===== src/rtl/font_text_pkg.sv =====
// -----------------------------------------------------------------------------
// font_text_pkg
// Shared definitions for the text write sequencer: control-code values
// recognised in the incoming byte stream, and the sequencer state encoding.
// -----------------------------------------------------------------------------
package font_text_pkg;

  localparam logic [7:0] CC_BS = 8'h08;  // backspace
  localparam logic [7:0] CC_LF = 8'h0A;  // line feed
  localparam logic [7:0] CC_FF = 8'h0C;  // form feed, clears the table
  localparam logic [7:0] CC_CR = 8'h0D;  // carriage return

  typedef enum logic [1:0] {
    IDLE  = 2'd0,
    WRITE = 2'd1,
    CLEAR = 2'd2,
    HOLD  = 2'd3
  } state_t;

endpackage


===== src/rtl/text_cursor.sv =====
// -----------------------------------------------------------------------------
// text_cursor
// Column/row cursor for the character table. There is no scrolling, so every
// movement wraps inside the table. The wraps compare against COLUMNS-1 and
// ROWS-1 explicitly because the sizes are not generally powers of two.
//
// Ports
//   clk, rst_n        clock, asynchronous active-low reset
//   advance           step one cell forward (row-major, wraps to (0,0))
//   retreat           step one cell back (stays at (0,0))
//   newline           x=0, next row (wraps to row 0)
//   carriage_return   x=0
//   home              force (0,0); takes priority over everything else
//   x, y              current cursor position
// -----------------------------------------------------------------------------
module text_cursor #(
  parameter  int COLUMNS = 12,
  parameter  int ROWS    = 2,
  localparam int XW      = $clog2(COLUMNS),
  localparam int YW      = $clog2(ROWS)
) (
  input  logic          clk,
  input  logic          rst_n,
  input  logic          advance,
  input  logic          retreat,
  input  logic          newline,
  input  logic          carriage_return,
  input  logic          home,
  output logic [XW-1:0] x,
  output logic [YW-1:0] y
);

  logic [XW-1:0] x_nxt;
  logic [YW-1:0] y_nxt;
  logic          x_last;
  logic          y_last;

  assign x_last = (x == XW'(COLUMNS - 1));
  assign y_last = (y == YW'(ROWS - 1));

  always_comb begin
    x_nxt = x;
    y_nxt = y;
    if (home) begin
      x_nxt = '0;
      y_nxt = '0;
    end else if (advance) begin
      if (x_last) begin
        x_nxt = '0;
        y_nxt = y_last ? '0 : y + YW'(1);
      end else begin
        x_nxt = x + XW'(1);
      end
    end else if (retreat) begin
      if (x != '0) begin
        x_nxt = x - XW'(1);
      end else if (y != '0) begin
        x_nxt = XW'(COLUMNS - 1);
        y_nxt = y - YW'(1);
      end
    end else if (newline) begin
      x_nxt = '0;
      y_nxt = y_last ? '0 : y + YW'(1);
    end else if (carriage_return) begin
      x_nxt = '0;
    end
  end

  always_ff @(posedge clk or negedge rst_n) begin
    if (!rst_n) begin
      x <= '0;
      y <= '0;
    end else begin
      x <= x_nxt;
      y <= y_nxt;
    end
  end

endmodule


===== src/rtl/text_write_sequencer.sv =====
// -----------------------------------------------------------------------------
// text_write_sequencer
// Turns a valid/ready character stream into writes on the renderer's
// character-table port, tracking a text cursor and interpreting LF, CR, BS
// and FF. It is the only writer of the character table.
//
// Optional build macro: CHAR_WR_VBLANK_ONLY_EN
//   When defined, table writes happen only while i_vblank=1: printable
//   characters wait in HOLD and the clear sweep pauses during active video.
//
// Ports
//   i_clk, i_rst_n        clock, asynchronous active-low reset
//   i_char, i_char_valid  incoming character / control code
//   o_char_ready          character accepted this cycle when valid is high
//   i_clear               one-cycle request to clear the whole table
//   i_vblank              vertical blanking flag (macro build only)
//   o_wr_en               character-table write strobe
//   o_wr_character        code to write
//   o_wr_x_pos/y_pos      write address
//   o_cur_x/o_cur_y       current cursor position
//   o_busy                clear in progress or write pending
//
// state | meaning
// ------+-----------------------------------------------------------------
// IDLE  | ready for a character; control codes are consumed here
// WRITE | one write strobe for the character latched at acceptance
// CLEAR | row-major sweep writing CLEAR_CHAR to every cell
// HOLD  | character latched, waiting for vblank (macro build only)
// -----------------------------------------------------------------------------
module text_write_sequencer
  import font_text_pkg::*;
#(
  parameter  int         COLUMNS       = 12,
  parameter  int         ROWS          = 2,
  parameter  int         FONT_NUM_CHAR = 256,
  parameter  logic [7:0] CLEAR_CHAR    = 8'h20,
  localparam int         CW            = $clog2(FONT_NUM_CHAR),
  localparam int         XW            = $clog2(COLUMNS),
  localparam int         YW            = $clog2(ROWS)
) (
  input  logic          i_clk,
  input  logic          i_rst_n,
  input  logic [CW-1:0] i_char,
  input  logic          i_char_valid,
  output logic          o_char_ready,
  input  logic          i_clear,
  input  logic          i_vblank,
  output logic          o_wr_en,
  output logic [CW-1:0] o_wr_character,
  output logic [XW-1:0] o_wr_x_pos,
  output logic [YW-1:0] o_wr_y_pos,
  output logic [XW-1:0] o_cur_x,
  output logic [YW-1:0] o_cur_y,
  output logic          o_busy
);

  state_t        state_q;
  state_t        state_nxt;
  // Keeps ready low while reset is asserted and for the first cycle after it.
  logic          armed_q;
  logic [CW-1:0] char_q;
  logic [XW-1:0] wx_q;
  logic [YW-1:0] wy_q;
  logic [XW-1:0] sx_q;
  logic [YW-1:0] sy_q;

  logic is_lf, is_cr, is_bs, is_ff, is_ctrl;
  logic accept, accept_print, start_clear;
  logic wr_go, sweep_step, sweep_last;

  assign is_lf   = (i_char == CW'(CC_LF));
  assign is_cr   = (i_char == CW'(CC_CR));
  assign is_bs   = (i_char == CW'(CC_BS));
  assign is_ff   = (i_char == CW'(CC_FF));
  assign is_ctrl = is_lf | is_cr | is_bs | is_ff;

  // A clear request outranks a simultaneous character.
  assign o_char_ready = armed_q && (state_q == IDLE) && !i_clear;
  assign accept       = o_char_ready && i_char_valid;
  assign accept_print = accept && !is_ctrl;
  assign start_clear  = armed_q && (state_q == IDLE) && (i_clear || (accept && is_ff));

`ifdef CHAR_WR_VBLANK_ONLY_EN
  assign wr_go = i_vblank;
`else
  logic unused_vblank;
  assign unused_vblank = i_vblank;
  assign wr_go         = 1'b1;
`endif

  assign sweep_step = (state_q == CLEAR) && wr_go;
  assign sweep_last = (sx_q == XW'(COLUMNS - 1)) && (sy_q == YW'(ROWS - 1));

  text_cursor #(
    .COLUMNS (COLUMNS),
    .ROWS    (ROWS)
  ) u_cursor (
    .clk             (i_clk),
    .rst_n           (i_rst_n),
    .advance         (accept_print),
    .retreat         (accept && is_bs),
    .newline         (accept && is_lf),
    .carriage_return (accept && is_cr),
    .home            (sweep_step && sweep_last),
    .x               (o_cur_x),
    .y               (o_cur_y)
  );

  always_ff @(posedge i_clk or negedge i_rst_n) begin
    if (!i_rst_n) begin
      state_q <= IDLE;
      armed_q <= 1'b0;
    end else begin
      state_q <= state_nxt;
      armed_q <= 1'b1;
    end
  end

  always_comb begin
    state_nxt = state_q;
    case (state_q)
      IDLE: begin
        if (start_clear) begin
          state_nxt = CLEAR;
        end else if (accept_print) begin
`ifdef CHAR_WR_VBLANK_ONLY_EN
          state_nxt = HOLD;
`else
          state_nxt = WRITE;
`endif
        end
      end
      WRITE: begin
        if (wr_go) state_nxt = IDLE;
      end
      CLEAR: begin
        if (sweep_step && sweep_last) state_nxt = IDLE;
      end
      HOLD: begin
`ifdef CHAR_WR_VBLANK_ONLY_EN
        if (i_vblank) state_nxt = WRITE;
`else
        state_nxt = IDLE;
`endif
      end
      default: state_nxt = IDLE;
    endcase
  end

  always_comb begin
    o_wr_en        = 1'b0;
    o_wr_character = '0;
    o_wr_x_pos     = '0;
    o_wr_y_pos     = '0;
    o_busy         = 1'b0;
    case (state_q)
      WRITE: begin
        o_wr_en        = wr_go;
        o_wr_character = char_q;
        o_wr_x_pos     = wx_q;
        o_wr_y_pos     = wy_q;
        o_busy         = 1'b1;
      end
      CLEAR: begin
        o_wr_en        = wr_go;
        o_wr_character = CW'(CLEAR_CHAR);
        o_wr_x_pos     = sx_q;
        o_wr_y_pos     = sy_q;
        o_busy         = 1'b1;
      end
      HOLD: begin
        o_busy = 1'b1;
      end
      default: ;
    endcase
  end

  // The write address is the cursor at acceptance; the cursor itself moves
  // on the same edge, so it already shows the next cell during the write.
  always_ff @(posedge i_clk or negedge i_rst_n) begin
    if (!i_rst_n) begin
      char_q <= '0;
      wx_q   <= '0;
      wy_q   <= '0;
    end else if (accept_print) begin
      char_q <= i_char;
      wx_q   <= o_cur_x;
      wy_q   <= o_cur_y;
    end
  end

  always_ff @(posedge i_clk or negedge i_rst_n) begin
    if (!i_rst_n) begin
      sx_q <= '0;
      sy_q <= '0;
    end else if (start_clear) begin
      sx_q <= '0;
      sy_q <= '0;
    end else if (sweep_step) begin
      if (sx_q == XW'(COLUMNS - 1)) begin
        sx_q <= '0;
        sy_q <= (sy_q == YW'(ROWS - 1)) ? '0 : sy_q + YW'(1);
      end else begin
        sx_q <= sx_q + XW'(1);
      end
    end
  end

endmodule

===== config.mk =====
export PLATFORM = sky130hd
export DESIGN_NAME = text_write_sequencer
export DESIGN_NICKNAME = d
export VERILOG_FILES = /design/src/rtl/font_text_pkg.sv /design/src/rtl/text_cursor.sv /design/src/rtl/text_write_sequencer.sv
export SDC_FILE = /design/constraint.sdc
export NUM_CORES = 1
export LEC_CHECK = 0
export ABC_AREA = 1
export CAP_MARGIN = 20
export CORE_AREA = 2 2 85 87
export DETAILED_ROUTE_END_ITERATION = 16
export DIE_AREA = 0 0 87 89
export HOLD_SLACK_MARGIN = 0.08
export PLACE_DENSITY_LB_ADDON = 0.12
export SETUP_SLACK_MARGIN = 0.1
export SLEW_MARGIN = 30
export SYNTH_ARGS = -nofsm -noshare
export SYNTH_HDL_FRONTEND = slang
export SYNTH_SLANG_ARGS = --single-unit
export TNS_END_PERCENT = 1

===== constraint.sdc =====
create_clock -name i_clk -period 4.3 [get_ports i_clk]
set_input_delay 0.86 -clock i_clk [delete_from_list [all_inputs] [get_ports i_clk]]
set_output_delay 0.86 -clock i_clk [all_outputs]
set_load 0.1 [all_outputs]

# After elaboration in Yosys (flattened, before gate mapping)
# Cells that the tools add are included.
[word_totals]
output_inout_bits = 21
wordCells = 91
in_bits = 13
register_bits = 26
[classes]
reduce_logical = 27
eq_ne = 14
n_addsub = 6
bitwise = 3
mux = 32
[ops]
columns = ["operator", "count"]
rows = [
  ["4-bit two-way mux", 11],
  ["8-bit by 4-bit equality test with 1-bit output, second input constant", 4],
  ["8-bit one-hot mux with 2 select lines", 1],
  ["1-bit two-way mux", 14],
  ["1-bit logical AND", 11],
  ["4-bit by 1-bit adder with 4-bit output, second input constant", 2],
  ["4-bit equality test, second input constant", 2],
  ["4-bit one-hot mux with 2 select lines", 1],
  ["4-bit nonzero test", 2],
  ["2-bit two-way mux", 3],
  ["2-bit one-hot mux with 3 select lines", 1],
  ["2-bit AND reduction", 3],
  ["5-bit != test, second input constant", 1],
  ["5-bit nonzero test", 1],
  ["2-bit equality test, second input constant", 2],
  ["4-bit != test, second input constant", 1],
  ["2-bit nonzero test", 2],
  ["2-bit OR reduction", 2],
  ["4-bit by 1-bit subtractor with 4-bit output, second input constant", 1],
  ["3-bit by 1-bit != test with 1-bit output, second input constant", 1],
  ["3-bit != test, second input constant", 1],
  ["1-bit bitwise OR", 3],
  ["3-bit AND reduction", 1],
  ["3-bit OR reduction", 1],
  ["8 further kinds", 10],
]

# Depth between registers and ports, before layout
# Gate-level depths: netlist of run 1.
[logic_depth]
depth_word = 10
mapped_depth = 14
ltp_nobuf = 14

# Hierarchy
# A second synthesis of run 1 with hierarchy kept.
[hier_totals]
cells_unflattened = 241
hier_area_um2 = 1775.5
[modules_own_cells]
columns = ["mod", "cells_each", "seq_area_each_um2", "area_each_um2", "instances"]
rows = [
  ["text_write_sequencer", 167, 525.5, 1295.0, 1],
  ["text_cursor", 74, 125.1, 480.5, 1],
]

# Worst setup path after synthesis of run 1
# No wires, ideal clock.
[synth_path]
path_kind = "reg2out"
start = "register state_q[1]"
end = "output port o_wr_x_pos[1]"
path_buffers = 1
path_slack_ns = -0.359
stages_incl_launch_ff = 6
arrival_time_ns = 3.799
t_required_ns = 3.440
path_cell_list = "dfrtp_1 > inv_1 > ha_1 > clkbuf_1 > nand2_1 > o21ai_0"
[synth_between]
elab_chain_cells = 2
word_cells_on_any_way = 3
cone_classes = "eq/ne: 2; mux: 1"
[synth_rtl]
columns = ["element", "line", "source"]
rows = [
  ["from (decl)", "text_write_sequencer.sv:57", "state_t state_q;"],
  ["from (signal assigned)", "text_write_sequencer.sv:114", "state_q <= state_nxt;"],
  ["2-bit equality test or 2-bit by 1-bit equality test with 1-bit output (tied branches)", "text_write_sequencer.sv:156", "case (state_q)"],
  ["4-bit one-hot mux with 2 select lines (*)", "text_write_sequencer.sv:156", ""],
  ["to (decl)", "text_write_sequencer.sv:50", "output logic [XW-1:0] o_wr_x_pos,"],
]
# Every way passes the cells marked *; elsewhere a longest branch is shown, timed or not.

# Worst setup path in the final report of run 1
[layout_path]
start = "register state_q[0]"
end = "output port o_wr_character[5]"
[layout_between]
elab_chain_cells = 2
word_cells_on_any_way = 3
cone_classes = "eq/ne: 2; mux: 1"
[layout_rtl]
columns = ["element", "line", "source"]
rows = [
  ["2-bit equality test or 2-bit by 1-bit equality test with 1-bit output (tied branches)", "text_write_sequencer.sv:156", ""],
  ["8-bit one-hot mux with 2 select lines (*)", "text_write_sequencer.sv:156", ""],
  ["to (decl)", "text_write_sequencer.sv:49", "output logic [CW-1:0] o_wr_character,"],
]
# Marks and branches as above.

==> flow_summary.json, run 1 <==
{
  "synth_seq_cells": 26,
  "cts_made_buffers": 3,
  "die_x_microns": 87,
  "whs_path_depth": 2,
  "rows": 30,
  "setup_viol": 0,
  "hold_viol_final": 0,
  "avgSynthCellArea_sq_um": 7.291,
  "synth_fp_nets": 239,
  "post_cts_resize_count": 0,
  "fin_worst_skew_ps": 3.994,
  "min_from": "char_q[0]$_DFFE_PN0P_",
  "htree_levels": 1,
  "grt_first_pass_wirelength_mm": 6.782,
  "r2r_setup_slack_ps": 2160,
  "total_power_mw": 1.305,
  "drive_above_1_share_pct": 13.04,
  "drv_cap": 0,
  "vias": 1409,
  "slew_headroom_pct": 34.62,
  "critical_path.max_fanout": 9,
  "antenna_cells": 0,
  "ys_warn_count": 0,
  "timing.fmax_ghz": 0.2972,
  "synth_area_sq_um": 1604,
  "worst_pin_slew_ps": 977.7,
  "drc": 0,
  "insertion_delay_ps": 280,
  "pre_cts_ws_ps": 1234,
  "finalCriticalPeriod_ps": 3365,
  "p_leak_nw": 1.028,
  "timing.rr.start": "state_q[0]$_DFFE_PN0P_",
  "num_io_pins": 34,
  "finish.instance_area_sq_um": 2043,
  "grt_use_total_pct": 11.23,
  "timing.rr.end": "state_q[1]$_DFFE_PN0P_",
  "drtPass1Iterations": 4,
  "powerDensity_nw_per_um2": 638.6,
  "antenna_found_initial": 0,
  "slew_violations": 0,
  "die_area_sq_um": 7743,
  "post_cts_buffers": 0,
  "cts_tree": "done",
  "first_global_vias": 1427,
  "endpoint_kind": "primary output",
  "period_share_pct": 78.26,
  "final_antenna_net_count": 0,
  "wl_per_cell_microns": 11.92,
  "drt_iter0_markers": 63,
  "crit_type": "register to primary output",
  "routabilityCongestion": 0.7953,
  "core-area_sq_um": 6719,
  "cts_buffer_depth": 2,
  "via_per_inst": 4.231,
  "min_path_type": "register to register",
  "peakVddDrop_mv": 0.1744,
  "grt_setup_unrepaired": "false",
  "routed_wl_mm": 3.970,
  "synth-edff-count": 0,
  "final_util_pct": 30.41,
  "min_to": "char_q[0]$_DFFE_PN0P_",
  "cts_root_buffer": "clkbuf_8",
  "initial_core_util_pct": 23.87,
  "worst_setup_path_start_kind": "register",
  "yosysUniqueCellTypes": 28,
  "dp_hpwl_mm": 3.041,
  "async_flop_share_pct": 100.0,
  "clkTransAtPathRegs_ps": 100,
  "die_h_microns": 89,
  "crit_required_ps": 3440,
  "postPlaceCellArea_sq_um": 1972,
  "final_nets": 273,
  "nFillCells": 738,
  "synthFlopType": "dfrtp_1",
  "synth_cells": 220,
  "setup_slack_ps": 934.9,
  "areaGrowthSynthToFinish_pct": 27.38,
  "cts_num_sinks": 26,
  "ff2ff_path_depth": 11,
  "status": "complete, no violations",
  "grt_max_degree": 27,
  "finalSetupTns_ps": 0,
  "yosysSeqAreaShare_pct": 40.56,
  "overflow": 0,
  "io_buffers": 32,
  "cp.arrival_ps": 2510,
  "cts_hold_buf": 0
}
==> state kept, by name (all words and copies together) (netlist names) <==
| signal | flops |
|---|---|
| u_cursor.y | 1 |
| sy_q | 1 |
| sx_q | 4 |
| u_cursor.x | 4 |
| wx_q | 4 |
| char_q | 8 |
| armed_q | 1 |
| state_q | 2 |
| wy_q | 1 |
==> cell type report <==
cell class / count / area, sq um / area share (%)
Clock buffer: 3 / 41.29 / 2.021
Sequential cell: 26 / 650.6 / 31.84
Tap cell: 80 / 100.1 / 4.899
Timing Repair Buffer: 33 / 295.3 / 14.45
Inverter: 36 / 135.1 / 6.614
Clock inverter: 1 / 30.03 / 1.470
Multi-Input combinational cell: 154 / 790.8 / 38.70
==> kinds of logic (layout without fill, tap and decap cells) <==
group                    count (synthesis)  in the layout  share of synthesized area (%)
other                                    1              1                         0.2338
flip-flops                              26             26                          40.56
XOR/XNOR                                 5              5                          2.730
buffers and inverters                   40             73                          10.14
adder cells (fa/ha/maj)                  6              6                          4.680
AO/OA/AOI/OAI                           29             29                          9.829
AND/OR/NAND/NOR                        113            113                          31.82
==> layer usage <==
metal  vias to the layer above  part of all wire [%]  track usage, %  routed length (microns)
met4                         0                  0.60           2.131                       24
met5                         -                     0               0                        0
met3                         2                   3.4           2.585                      134
met2                        22                    44           18.74                     1734
li1                        759                     -               -                        -
met1                       626                    52           15.00                     2077
==> critical path, stage by stage, from the launching register on <==
cell,delay [ps]
dfrtp_1,360
inv_1,70
ha_1,420
nand2_1,150
nand2_1,90
clkdlybuf4s50_1,1120
==> synth_stat cells, types with 3 or more instances <==
| library cell | n | area (sq um) |
|---|---|---|
| dfrtp_1 | 26 | 650.6 |
| ha_1 | 6 | 75.07 |
| inv_1 | 34 | 127.6 |
| nand2_1 | 59 | 221.5 |
| nand2_2 | 5 | 31.28 |
| nand3_1 | 19 | 95.09 |
| nand4_1 | 5 | 31.28 |
| nor2_1 | 17 | 63.81 |
| nor2_4 | 3 | 33.78 |
| o21ai_0 | 19 | 95.09 |
| o21ai_1 | 4 | 20.02 |
| xor2_1 | 4 | 35.03 |
==> worst max path at each step <==
stage / startpoint / endpoint / slack (ps) / depth (start not counted)
5_1_grt: state_q[0]$_DFFE_PN0P_ / o_wr_character[5] / 810 / 5
6_report: state_q[0]$_DFFE_PN0P_ / o_wr_character[5] / 930 / 5
3_3_place_gp: state_q[1]$_DFFE_PN0P_ / o_wr_character[5] / 1230 / 5
2_1_floorplan: state_q[1]$_DFFE_PN0P_ / o_wr_x_pos[1] / -360 / 5
4_1_cts: state_q[0]$_DFFE_PN0P_ / o_wr_character[5] / 910 / 5
3_5_place_dp: state_q[0]$_DFFE_PN0P_ / o_wr_character[5] / 1230 / 5
==> metrics by stage <==
step	hold WS, ps	std cells
2_1_floorplan	449.5	220
3_3_place_gp	472.2	329
3_5_place_dp	474.6	329
4_1_cts	501.2	333
5_1_grt	523.0	333
6_report	500.1	333
==> where the power goes <==
part | internal, mW | leakage (nW) | switching [mW]
clock | 0.125 | 0.0357 | 0.0892
sequential | 0.326 | 0.338 | 0.0540
combinational | 0.179 | 0.655 | 0.532
total | 0.630 | 1.03 | 0.675
==> placed cells by master (no fill, tap or decap), types with 2 or more instances in the layout <==
cell type	Yosys	routed
nor2_4	3	3
a21oi_1	2	2
dfrtp_1	26	26
nor2_2	2	2
nand4_1	5	5
o21ai_0	19	19
nand2_1	59	59
ha_1	6	6
clkbuf_8	0	3
xor2_1	4	4
nand2_2	5	5
clkdlybuf4s50_1	0	19
buf_4	1	14
nand3_1	19	19
inv_1	34	34
o21ai_1	4	4
inv_2	2	2
nor2_1	17	17
Note: power is estimated with default switching activity, not from simulation.
==> run 2: changes to the inputs <==
==> constraint.sdc (replaced) <==
create_clock -name i_clk -period 2.75 [get_ports i_clk]
set_input_delay 0.55 -clock i_clk [delete_from_list [all_inputs] [get_ports i_clk]]
set_output_delay 0.55 -clock i_clk [all_outputs]
set_load 0.1 [all_outputs]
==> run 2 against run 1 <==
Compared with the run above:
- clock power grew 23%
- clock-buffer cell count grew 1
- final area grew 13%
- critical path depth is the same
- non-clock buffer count grew 1
- core utilization grew 3.9 points
- via count grew 3.7%
- register-to-register slack lost 1400 ps
- critical endpoint is now o_wr_y_pos
- highest routed layer unchanged
==> flow_summary.json, run 2 (same netlist as run 1, synthesis figures left out) <==
{
  "total_power_mw": 2.147,
  "slew_violations": 0,
  "die_x_microns": 87,
  "gr-max-usage-layer": "met2",
  "p_sw_share_pct": 53.09,
  "nFillCells": 689,
  "layout.cells.most_common": "nand2_1",
  "layout_common_cells": "nand2_1, inv_1, dfrtp_1, nand3_1, o21ai_0",
  "routed_wl_mm": 3.907,
  "finalCriticalPeriod_ps": 2424,
  "overflow": 0,
  "die_area_sq_um": 7743,
  "final_nets": 274,
  "cts_hold_buf": 0,
  "cp.arrival_ps": 1870,
  "fin_worst_skew_ps": 6.716,
  "largest_reg_flops": 8,
  "grt_setup_unrepaired": "false",
  "final_antenna_net_count": 0,
  "vias": 1461,
  "io_buffers": 32,
  "insertion_delay_ps": 280,
  "clockPowerShare_pct": 12.3,
  "grt_first_pass_wirelength_mm": 6.548,
  "drive_above_1_share_pct": 22.44,
  "peakVddDrop_mv": 0.4202,
  "cts_buffer_depth": 2,
  "p_leak_nw": 1.089,
  "power.switching_mw": 1.140,
  "die_h_microns": 89,
  "rows": 30,
  "min_path_type": "register to register",
  "grt_max_degree": 27,
  "worst_setup_path_start_kind": "register",
  "drt_iter0_markers": 46,
  "antenna_found_initial": 0,
  "htree_levels": 1,
  "grt_util_met3_pct": 2.031,
  "via_per_inst": 4.374,
  "core-area_sq_um": 6719,
  "met2_usage_pct": 17.21,
  "powerDensity_nw_per_um2": 930.2,
  "regMostFlops": "char_q",
  "period_share_pct": 88.15,
  "crit_type": "register to primary output",
  "first_global_vias": 1384,
  "clkTransAtPathRegs_ps": 100,
  "drtPass1Iterations": 4,
  "drv_cap": 0,
  "cts_root_buffer": "clkbuf_8",
  "post_cts_buffers": 0,
  "areaGrowthSynthToFinish_pct": 43.92,
  "cts_made_buffers": 3,
  "met1_usage_pct": 14.93,
  "wl_per_cell_microns": 11.70,
  "endpoint_kind": "primary output",
  "num_io_pins": 34,
  "initial_core_util_pct": 23.87,
  "dp_hpwl_mm": 3.089,
  "antenna_cells": 0,
  "seqPwrFrac_pct": 27.5,
  "drc": 0,
  "grt_use_total_pct": 11.05,
  "hold_viol_final": 0,
  "crit_required_ps": 2200,
  "cts_num_sinks": 26,
  "finalSetupTns_ps": 0,
  "timing.fmax_ghz": 0.4125,
  "internal-power_mw": 1.007,
  "status": "complete, no violations",
  "critical_path.max_fanout": 7,
  "setup_viol": 0,
  "cts_tree": "done",
  "p_comb_share_pct": 60.2,
  "post_cts_resize_count": 0,
  "routabilityCongestion": 0.8024
}
-- run 2: changes by cell type in the layout (fill, tap and decap cells not counted), moves of 2 or more --
cell	change
nor2_4	+7
buf_4	-5
o21ai_0	-4
nor2_1	-7
nand2_2	+2
clkdlybuf4s50_1	-8
nand2_1	-2
buf_12	+14
o21ai_4	+4
-- run 2: power groups by stage --
stage,Sequential [mW],Combinational [mW],Clock [mW]
3_3_place_gp,0.600,1.30,0
3_5_place_dp,0.600,1.30,0
6_report,0.591,1.29,0.264
5_1_grt,0.613,1.39,0.290
4_1_cts,0.592,1.31,0.273
2_1_floorplan,0.698,0.895,0
-- run 2: routing by layer --
layer  wire length (microns)  up-vias
met5                       0        -
met4                      95        0
met3                     164        7
met2                    1706       32
met1                    1940      658
li1                        -      764
-- run 2: layout make-up --
class / count / area (sq um) / area share (%)
Clock buffer: 4 / 55.05 / 2.385
Sequential cell: 26 / 650.6 / 28.18
Multi-Input combinational cell: 154 / 909.6 / 39.40
Timing Repair Buffer: 34 / 457.9 / 19.84
Tap cell: 80 / 100.1 / 4.336
Inverter: 36 / 135.1 / 5.854
-- run 2: worst max-delay path, stage by stage, from the launching register on --
cell	delay, ps
dfrtp_1	390
inv_1	150
ha_1	300
nand2_1	300
o21ai_4	260
buf_12	190
-- run 2: worst paths after layout --
path                                         from                         to  slack (ps)  cells past startpoint
min reg2reg                 char_q[1]$_DFFE_PN0P_      char_q[1]$_DFFE_PN0P_         500                      2
min                         char_q[1]$_DFFE_PN0P_      char_q[1]$_DFFE_PN0P_         500                      2
max in group asynchronous                 i_rst_n        sx_q[1]$_DFFE_PN0P_        1840                      2
max                        state_q[0]$_DFFE_PN0P_                 o_wr_y_pos         330                      5
max reg2reg                state_q[0]$_DFFE_PN0P_     state_q[1]$_DFFE_PN0P_         750                     11
min in group asynchronous                 i_rst_n  u_cursor.x[1]$_DFFE_PN0P_         640                      2
-- run 2: stage by stage --
step	setup WS, ps	utilization [%]	hold slack [ps]	cells	area [sq um]
final	325.9	34.36	499.5	334	2308
after global routing	194.7	34.36	514.4	334	2308
after CTS	301.2	34.36	503.3	334	2308
after detailed placement	415.7	33.54	471.7	330	2253
after global placement	407.9	33.54	468.6	330	2253
after floorplan	129.8	-	254.4	220	1723
